==> src/rtl/muldiv_pkg.sv <==
// ---------------------------------------------------------------------------
// muldiv_pkg
//   Shared definitions for the MULDIV output stage.
//   - DEFAULT_XLEN : operand/result width (only 32 is supported)
//   - OP_*         : RV32M funct3 codes as seen on the op port
//   - is_div()     : true for the divide/remainder half of the opcode space
// ---------------------------------------------------------------------------
package muldiv_pkg;

  localparam int DEFAULT_XLEN = 32;

  localparam logic [2:0] OP_MUL    = 3'd0;
  localparam logic [2:0] OP_MULH   = 3'd1;
  localparam logic [2:0] OP_MULHSU = 3'd2;
  localparam logic [2:0] OP_MULHU  = 3'd3;
  localparam logic [2:0] OP_DIV    = 3'd4;
  localparam logic [2:0] OP_DIVU   = 3'd5;
  localparam logic [2:0] OP_REM    = 3'd6;
  localparam logic [2:0] OP_REMU   = 3'd7;

  // funct3[2] splits the multiply group from the divide group.
  function automatic logic is_div(input logic [2:0] funct3);
    return funct3[2];
  endfunction

endpackage

==> src/rtl/muldiv_sign_restore_cond_negate.sv <==
// ---------------------------------------------------------------------------
// cond_negate
//   Conditional two's-complement negation of a W-bit magnitude.
//   Ports:
//     data_i  in  W   unsigned magnitude
//     neg_i   in  1   negate when high
//     data_o  out W   neg_i ? -data_i (mod 2^W) : data_i
//   Negating 0 gives 0 and negating the most negative value gives itself;
//   both fall out of the modular arithmetic with no special casing.
// ---------------------------------------------------------------------------
module cond_negate #(
  parameter int W = 32
) (
  input  logic [W-1:0] data_i,
  input  logic         neg_i,
  output logic [W-1:0] data_o
);

  assign data_o = neg_i ? (~data_i + W'(1)) : data_i;

endmodule

==> src/rtl/muldiv_sign_restore.sv <==
// ---------------------------------------------------------------------------
// muldiv_sign_restore
//   Output stage of the MULDIV unit. Takes the unsigned magnitude result of
//   the iterative multiplier/divider, re-applies the operand signs, selects
//   the 32-bit RV32M result and applies the divide-by-zero and signed
//   overflow rules. Two register stages with a valid/ready handshake on each
//   side; one result per cycle, strictly in order.
//   Ports:
//     clk        in   1        rising-edge clock
//     rstn       in   1        synchronous active-low reset
//     in_valid   in   1        upstream result valid
//     in_ready   out  1        stage 1 can accept (combinational)
//     op         in   3        RV32M funct3
//     sign_a     in   1        bit 31 of the original rs1
//     sign_b     in   1        bit 31 of the original rs2
//     a_orig     in   XLEN     original rs1 (REM/REMU divide-by-zero result)
//     div_zero   in   1        divisor was zero (divide ops only)
//     div_ovf    in   1        signed 0x80000000 / -1 (DIV/REM only)
//     in_data    in   2*XLEN   MUL: |a|*|b| product; DIV: {rem, quot}
//     out_valid  out  1        result valid
//     out_ready  in   1        downstream accepts
//     result     out  XLEN     sign-corrected result
// ---------------------------------------------------------------------------
module muldiv_sign_restore
  import muldiv_pkg::*;
#(
  parameter int XLEN = DEFAULT_XLEN
) (
  input  logic              clk,
  input  logic              rstn,
  input  logic              in_valid,
  output logic              in_ready,
  input  logic [2:0]        op,
  input  logic              sign_a,
  input  logic              sign_b,
  input  logic [XLEN-1:0]   a_orig,
  input  logic              div_zero,
  input  logic              div_ovf,
  input  logic [2*XLEN-1:0] in_data,
  output logic              out_valid,
  input  logic              out_ready,
  output logic [XLEN-1:0]   result
);

  // Stage 1 registers
  logic              s1Valid_q,   s1Valid_d;
  logic [2:0]        s1Op_q,      s1Op_d;
  logic              s1Neg_q,     s1Neg_d;
  logic              s1DivZero_q, s1DivZero_d;
  logic              s1DivOvf_q,  s1DivOvf_d;
  logic [XLEN-1:0]   s1AOrig_q,   s1AOrig_d;
  logic [2*XLEN-1:0] s1Data_q,    s1Data_d;

  // Output stage registers
  logic              outValid_q,  outValid_d;
  logic [XLEN-1:0]   result_q,    result_d;

  logic              inAccept;
  logic              s1Advance;
  logic              negIn;
  logic              divZeroIn;
  logic              divOvfIn;
  logic [2*XLEN-1:0] prodSigned;
  logic [XLEN-1:0]   quotSigned;
  logic [XLEN-1:0]   remSigned;
  logic [XLEN-1:0]   stage2Result;

  // Stage 1 may take a new entry when it is empty or when its current
  // entry is leaving this same cycle (output empty or being drained).
  assign in_ready  = !s1Valid_q || !outValid_q || out_ready;
  assign inAccept  = in_valid && in_ready;
  assign s1Advance = s1Valid_q && (!outValid_q || out_ready);

  // Which operands were signed decides whether the magnitude result needs
  // negating. REM takes the dividend's sign; MULHSU only has a signed rs1.
  always_comb begin
    negIn = 1'b0;
    case (op)
      OP_MUL, OP_MULH, OP_DIV:   negIn = sign_a ^ sign_b;
      OP_MULHSU, OP_REM:         negIn = sign_a;
      OP_MULHU, OP_DIVU, OP_REMU: negIn = 1'b0;
      default:                   negIn = 1'b0;
    endcase
  end

  // Special cases are qualified here so stage 2 never has to look at the
  // opcode class again: divide-by-zero only matters for divide ops, and the
  // signed overflow only for the signed divide ops.
  assign divZeroIn = is_div(op) && div_zero;
  assign divOvfIn  = ((op == OP_DIV) || (op == OP_REM)) && div_ovf;

  // Stage 1 next state: load on accept, otherwise empty out when the entry
  // moves on to the output stage, otherwise hold.
  always_comb begin
    s1Valid_d   = s1Valid_q;
    s1Op_d      = s1Op_q;
    s1Neg_d     = s1Neg_q;
    s1DivZero_d = s1DivZero_q;
    s1DivOvf_d  = s1DivOvf_q;
    s1AOrig_d   = s1AOrig_q;
    s1Data_d    = s1Data_q;
    if (inAccept) begin
      s1Valid_d   = 1'b1;
      s1Op_d      = op;
      s1Neg_d     = negIn;
      s1DivZero_d = divZeroIn;
      s1DivOvf_d  = divOvfIn;
      s1AOrig_d   = a_orig;
      s1Data_d    = in_data;
    end else if (s1Advance) begin
      s1Valid_d   = 1'b0;
    end
  end

  // One wide negator for the full product (the high word depends on the
  // borrow out of the low word), two narrow ones for quotient and remainder.
  cond_negate #(.W(2*XLEN)) u_prodNeg (
    .data_i (s1Data_q),
    .neg_i  (s1Neg_q),
    .data_o (prodSigned)
  );

  cond_negate #(.W(XLEN)) u_quotNeg (
    .data_i (s1Data_q[XLEN-1:0]),
    .neg_i  (s1Neg_q),
    .data_o (quotSigned)
  );

  cond_negate #(.W(XLEN)) u_remNeg (
    .data_i (s1Data_q[2*XLEN-1:XLEN]),
    .neg_i  (s1Neg_q),
    .data_o (remSigned)
  );

  // Result selection. funct3[1] picks remainder over quotient within the
  // divide group. Divide-by-zero outranks overflow.
  always_comb begin
    stage2Result = '0;
    if (!is_div(s1Op_q)) begin
      if (s1Op_q == OP_MUL) begin
        stage2Result = prodSigned[XLEN-1:0];
      end else begin
        stage2Result = prodSigned[2*XLEN-1:XLEN];
      end
    end else if (s1DivZero_q) begin
      stage2Result = s1Op_q[1] ? s1AOrig_q : '1;
    end else if (s1DivOvf_q) begin
      stage2Result = s1Op_q[1] ? '0 : {1'b1, {(XLEN-1){1'b0}}};
    end else begin
      stage2Result = s1Op_q[1] ? remSigned : quotSigned;
    end
  end

  // Output stage next state: capture when stage 1 advances, drop valid once
  // the consumer takes the result, and otherwise hold result and valid.
  always_comb begin
    outValid_d = outValid_q;
    result_d   = result_q;
    if (s1Advance) begin
      outValid_d = 1'b1;
      result_d   = stage2Result;
    end else if (out_ready) begin
      outValid_d = 1'b0;
    end
  end

  // All state clears on reset, so anything in flight is simply discarded.
  always_ff @(posedge clk) begin
    if (!rstn) begin
      s1Valid_q   <= 1'b0;
      s1Op_q      <= '0;
      s1Neg_q     <= 1'b0;
      s1DivZero_q <= 1'b0;
      s1DivOvf_q  <= 1'b0;
      s1AOrig_q   <= '0;
      s1Data_q    <= '0;
      outValid_q  <= 1'b0;
      result_q    <= '0;
    end else begin
      s1Valid_q   <= s1Valid_d;
      s1Op_q      <= s1Op_d;
      s1Neg_q     <= s1Neg_d;
      s1DivZero_q <= s1DivZero_d;
      s1DivOvf_q  <= s1DivOvf_d;
      s1AOrig_q   <= s1AOrig_d;
      s1Data_q    <= s1Data_d;
      outValid_q  <= outValid_d;
      result_q    <= result_d;
    end
  end

  assign out_valid = outValid_q;
  assign result    = result_q;

endmodule

==> config.mk <==
export PLATFORM = sky130hd
export DESIGN_NAME = muldiv_sign_restore
export DESIGN_NICKNAME = d
export VERILOG_FILES = /design/src/rtl/muldiv_pkg.sv /design/src/rtl/muldiv_sign_restore_cond_negate.sv /design/src/rtl/muldiv_sign_restore.sv
export SDC_FILE = /design/constraint.sdc
export NUM_CORES = 1
export LEC_CHECK = 0
export ABC_AREA = 0
export BUFFER_PORTS_ARGS = -buffer_cell sky130_fd_sc_hd__buf_2
export CELL_PAD_IN_SITES_DETAIL_PLACEMENT = 1
export CELL_PAD_IN_SITES_GLOBAL_PLACEMENT = 1
export CORE_MARGIN = 4
export CORE_UTILIZATION = 37
export CTS_BUF_LIST = sky130_fd_sc_hd__clkbuf_16
export DETAILED_ROUTE_END_ITERATION = 12
export GPL_TIMING_DRIVEN = 1
export PLACE_DENSITY = 0.8
export SLEW_MARGIN = 20
export SYNTH_ARGS = -nofsm -noshare
export SYNTH_HDL_FRONTEND = slang
export SYNTH_SLANG_ARGS = --single-unit
==> constraint.sdc <==
create_clock -name clk -period 3.5 [get_ports clk]
set_input_delay 0.175 -clock clk [delete_from_list [all_inputs] [get_ports clk]]
set_output_delay 0.175 -clock clk [all_outputs]
set_load 0.03 [all_outputs]
==> impl_metrics.yaml, run 1 <==
yosys:
  avgSynthCellArea_um2: 7.36
  synth_top_area_frac: 0.318
  synth_common_cells: "275 x nand2_1, 136 x dfxtp_1, 103 x a21boi_0, 91 x clkbuf_1, 84 x o21ai_0"
  seq_area_frac_synth: 0.318
  synth_seq_cells: 136
  synthArstFlopShare: 0
  syn_area_mm2: 0.00855
  synth_ff_type: "dfxtp_1"
  synth.most_common_cell: "nand2_1"
  synth.largest_area_cell: "dfxtp_1"
  yosysWarnings: 0
  synth_cell_types: 64
  synth_fp_nets: 1271
  netlist_instances: 1162
  synth_edf_count: 0
  yosys-top-cells-area: "dfxtp_1 32%, nand2_1 12%, a21boi_0 9.0%"
global_routing:
  antenna_found_initial: 1
  grt_pass1_wl_um: 53300
  grt_overflow: 0
  grt_max_degree: 103
  grt_usage: 0.263
  grt_pass1_vias: 9368
critical_path:
  slowest_delay_ns: 0.80
  start_kind: "flop"
  crit_type: "reg -> reg"
  cp_common_cell: "or4_1"
  worst_ep_arrival_time_ns: 3.37
  required_ns: 3.82
  cp_cell_sequence: "inv_1, ha_1, nor3b_1, nand3_1, or4_1, or4_1, a31o_1, a32o_1"
  crit_fanout: 9
  crit_path_top_delay_cell: "or4_1"
  cp-end-kind: "flop"
  worst-path-buf-inv: 1
  crit_family: "simple AND/OR/NAND/NOR gates"
power:
  total_power_mw: 4.55
  peakVddDrop_v: 0.000267
  p_leak_nw: 3.91
  power.density_mw_per_mm2: 441
worst_hold_path:
  hp-class: "in -> reg"
timing:
  slew_headroom: 0.327
  drv_slew: 0
  worst_pin_slew_ns: 1.01
  finalCritPeriodShare: 0.873
  tns_ns: 0
  rsz0062_at_grt: "false"
  fmax_ghz: 0.327
  setup_viol: 0
  finalHoldViolCount: 0
  finClkSkew_ns: 0.00699
  final.min_clock_period_ns: 3.06
clock_tree:
  ctsLongestPathBuffers: 2
  root_buffer: "clkbuf_16"
  cts_tree: "done"
  post_cts.repair.setup_buffers: 0
  cts_sinks: 136
  clkSlewWorstSetupHoldPaths_ns: 0.06
  worstSkewPairLatency_ns: 0.43
  htreeDepth: 4
  postCtsHoldBufs: 26
  cts_made_buffers: 17
  cts_resized: 0
route:
  routed_via_density: 5.90
  vias: 9285
  initialDrtViolationCount: 778
  drt_wl_total_um: 34400
  ant_nets: 0
  first_pass_iters: 5
  post_drt_wl_per_cell_um: 21.9
  route.detailed.drc: 0
finish:
  fillers: 2859
  instances_no_fill: 1573
  diodes: 0
  syn_to_final_growth_pct: 20.6
  fin_nets: 1385
  drive_above_1_share: 0.181
placement:
  gp_congestion: 0.954
  place_inst: 1516
  dp_hpwl_um: 25100
  port_buffers: 140
die:
  die_height_um: 160
  row_count: 55
  core_region_area_mm2: 0.0227
  ioPinCount: 141
  start_util: 0.377
  die_area_mm2: 0.0256
  die_x_um: 160
run_status:
  status: "complete, no violations"
run:
  timing.max_cap.violations: 0
[cells in the final DEF (no fill, tap or decap), drive strengths merged, types with 8 or more instances in the layout]
cell         synthesis  routed
a211oi              12      12
a21boi             103     103
a21oi               39      39
a31oi                8       8
buf                 16     179
clkbuf              93      17
dfxtp              136     136
dlygate4sd3          0      26
inv                  6       8
mux2i               10      10
nand2              275     275
nand2b              11      11
nand3               23      23
nor2                40      40
nor3                24      24
nor4                17      17
o2111ai              8       8
o211ai               8       8
o21ai               84      84
o31ai               26      26
o41ai               17      17
or2                  8       8
or3                 28      28
or4                 14      14
xnor2               41      41
xor2                35      35
[power breakdown]
group / switching (mW) / internal (mW) / leakage [nW]
combinational: 0.636 / 0.375 / 2.52
clock: 0.738 / 1.04 / 0.271
sequential: 0.123 / 1.64 / 1.12
total: 1.50 / 3.05 / 3.91
[worst reg2reg max path, stage by stage (launching register included)]
cell	delay, ns
dfxtp_1	0.34
inv_1	0.10
ha_1	0.20
nor3b_1	0.37
nand3_1	0.21
or4_1	0.80
or4_1	0.47
a31o_1	0.22
a32o_1	0.24
[cell type report]
class                      instances  area [um^2]  area share
tap                              285          357      0.0346
multi-input combinational        910         5390       0.522
clock buffer                      17          425      0.0412
timing repair buffer             205         1270       0.123
clock inverter                    14          135      0.0131
sequential                       136         2720       0.264
inverter                           6         22.5     0.00218
[sequential cells by signal (all words and copies together), names as in the netlist]
| signal | flops |
|---|---|
| s1Data_q | 64 |
| result | 32 |
| s1AOrig_q | 32 |
| s1Op_q | 3 |
| out_valid | 1 |
| s1DivOvf_q | 1 |
| s1DivZero_q | 1 |
| s1Neg_q | 1 |
| s1Valid_q | 1 |
[routing by layer]
metal  share of wire  vias to the layer above  global-route usage  wire length (um)
li1                -                     4344                   -                 -
met1            0.41                     4483               0.330             14200
met2            0.47                      378               0.431             16100
met3           0.078                       78              0.0575              2690
met4           0.042                        2               0.120              1440
met5         0.00032                        -                   0                11
[worst paths after layout]
| check | startpoint | endpoint | slack, ns | cells past startpoint |
|---|---|---|---|---|
| max reg2reg | s1Data_q[0] | result[4] | 0.44 | 8 |
| max | s1Data_q[0] | result[4] | 0.44 | 8 |
| min reg2reg | s1AOrig_q[20] | s1AOrig_q[20] | 0.46 | 2 |
| min | in_data[4] | s1Data_q[4] | 0.006 | 3 |
[cells by family after synthesis]
group	after synthesis	share of synthesized area
adder cells (fa/ha/maj)	2	0.00293
XOR/XNOR	76	0.0778
AO/OA/AOI/OAI	354	0.284
flip-flops	136	0.318
buffers and inverters	116	0.0550
multiplexers	11	0.0130
AND/OR/NAND/NOR	467	0.249
[metrics by stage]
step | area (um^2) | hold slack (ns) | setup WS (ns) | utilization
after floorplan | 8550 | 0.314 | 0.735 | -
after global placement | 9490 | 0.430 | 0.519 | 0.418
after detailed placement | 9490 | 0.437 | 0.495 | 0.418
after CTS | 10300 | 0.0000903 | 0.484 | 0.454
after global routing | 10300 | 0.00191 | 0.253 | 0.454
final | 10300 | 0.00564 | 0.444 | 0.454
Power figures use the tool's default switching activity.
==> run 2, diff against run 1 <==
Settings changed: CELL_PAD_IN_SITES_DETAIL_PLACEMENT 1 to 2, CELL_PAD_IN_SITES_GLOBAL_PLACEMENT 1 to 2, CORE_UTILIZATION 37 to 32, PLACE_DENSITY 0.8 to 0.87.
==> run 2 against run 1 <==
The flow now finishes with violations (negative hold slack); power up 5.5%; combinational power up 13%; clock skew up 0.016 ns; critical endpoint unchanged; largest cell class unchanged; highest routed layer is now met4.
==> impl_metrics.yaml, run 2 (same netlist as run 1, synthesis figures left out) <==
power:
  p_leak_nw: 4.09
  peakVddDrop_v: 0.000237
  power.density_mw_per_mm2: 446
global_routing:
  grt_overflow: 0
  grt_pass1_wl_um: 66800
  antenna_found_initial: 0
  grt_pass1_vias: 10600
  grt_usage: 0.298
  grt_max_degree: 91
clock_tree:
  worstSkewPairLatency_ns: 0.46
  cts_sinks: 136
  htreeDepth: 4
  root_buffer: "clkbuf_16"
  cts_made_buffers: 17
  cts_tree: "done"
  clkSlewWorstSetupHoldPaths_ns: 0.07
  post_cts.repair.setup_buffers: 0
  ctsLongestPathBuffers: 2
critical_path:
  worst_ep_arrival_time_ns: 3.73
  cp_cell_sequence: "inv_1, ha_1, nor3b_1, nand3_1, or4_1, or4_1, a31o_1, a32o_1"
  start_kind: "flop"
  crit_type: "reg -> reg"
  crit_start: "s1Data_q[0]"
  worstReg2RegStart: "s1Data_q[0]"
  reg2reg_to: "result[4]"
  path_depth: 8
  crit_path_top_delay_cell: "or4_1"
  worst-path-buf-inv: 1
  required_ns: 3.83
  cp-end-kind: "flop"
  r2r_cells: 8
  crit_family: "simple AND/OR/NAND/NOR gates"
  slowest_delay_ns: 0.87
  regToRegSetupSlack_ns: 0.1
  crit_fanout: 9
  cp_common_cell: "or4_1"
  endpoint: "result[4]"
route:
  drt_wl_total_um: 44000
  vias: 10100
  first_pass_iters: 5
  ant_nets: 0
  route.detailed.drc: 0
  initialDrtViolationCount: 894
  routed_via_density: 6.05
  post_drt_wl_per_cell_um: 26.5
finish:
  diodes: 0
  register_area_mm2: 0.00272
  largest_reg_flops: 64
  fillers: 2964
  multiInputGateArea_mm2: 0.00539
  stdcell_area_mm2: 0.0108
  drive_above_1_share: 0.185
  fin_nets: 1423
  top_register: "s1Data_q"
  final_common_cell: "nand2_1"
  syn_to_final_growth_pct: 26.0
  layout_common_cells: "274 x nand2_1, 140 x buf_2, 135 x dfxtp_1, 103 x a21boi_0, 84 x o21ai_0"
timing:
  drv_slew: 0
  final.min_clock_period_ns: 3.40
  slew_headroom: 0.322
  tns_ns: 0
  fin_ws_ns: 0.0959
  finalHoldViolCount: 2
  finClkSkew_ns: 0.0225
  worst_pin_slew_ns: 1.02
  finalCritPeriodShare: 0.973
  fmax_ghz: 0.294
  setup_viol: 0
  rsz0062_at_grt: "false"
  holdWs_ns: -0.00189
placement:
  dp_hpwl_um: 28700
  dpl_cell_area_mm2: 0.00963
  port_buffers: 140
  detailedPlace.worstSlack_ns: 0.369
  gp_congestion: 0.961
die:
  row_count: 59
  die_area_mm2: 0.0294
  die_height_um: 171
  start_util: 0.326
  core_region_area_mm2: 0.0262
  die_x_um: 171
  ioPinCount: 141
run_status:
  status: "complete, but fails checks"
  failed_checks: "negative hold slack"
worst_hold_path:
  hp-class: "in -> reg"
run:
  timing.max_cap.violations: 0
==> run 2: changes by cell type in the layout (fill, tap and decap cells not counted), sizes merged <==
cell         delta
dlygate4sd3    +29
buf             +9
inv             +2
clkinvlp        -1
==> run 2: layer usage <==
layer | GRT usage | share of wire | up-vias
li1 | - | - | 4416
met1 | 0.364 | 0.39 | 5025
met2 | 0.509 | 0.49 | 480
met3 | 0.0536 | 0.074 | 137
met4 | 0.135 | 0.049 | 0
met5 | 0 | 0 | -
==> run 2: worst min-delay path, stage by stage <==
cell	delay [ns]
buf_2	0.10
nand2_1	0.04
a21boi_0	0.07
==> run 2: power by group <==
part / total (mW) / internal, mW / switching (mW)
Clock: 1.90 / 1.05 / 0.844
Sequential: 1.77 / 1.64 / 0.125
Combinational: 1.14 / 0.407 / 0.731
Total: 4.80 / 3.10 / 1.70
==> run 2: how the worst min path moves through the flow <==
stage,start,to,slack (ns),cells after the start
4_1_cts,in_data[16],s1Data_q[16],0.00009,3
5_1_grt,in_data[0],s1Data_q[0],0.007,3
3_3_place_gp,in_data[45],s1Data_q[45],0.43,3
2_1_floorplan,in_valid,s1Valid_q,0.31,2
6_report,in_data[45],s1Data_q[45],-0.002,3
3_5_place_dp,a_orig[1],s1AOrig_q[1],0.44,3
==> run 2: through the flow <==
stage | total power [mW] | hold WS [ns] | util | std cells
global route | 4.95 | 0.00666 | 0.411 | 1662
finish | 4.80 | -0.00189 | 0.411 | 1662
CTS | 4.75 | 0.0000907 | 0.411 | 1662
floorplan | 2.39 | 0.314 | - | 1162
global placement | 2.77 | 0.434 | 0.367 | 1575
detailed placement | 2.81 | 0.441 | 0.368 | 1575
==> run 2: what timing repair did <==
| action | in CTS | in global routing |
|---|---|---|
| hold buffers | 55 | 0 |
| gates resized for setup | 0 | 2 |
| setup endpoints to repair | 0 | 5 |
| endpoints found under the hold margin | 55 | 0 |
==> run 2: cell type report <==
cell class              count  share of cell area
multi-input cells         910               0.501
flip-flops and latches    136               0.253
repair buffers            243               0.152
clock buffers              17              0.0395
well taps                 335              0.0389
clock inverters            15              0.0141
inverters                   6             0.00209
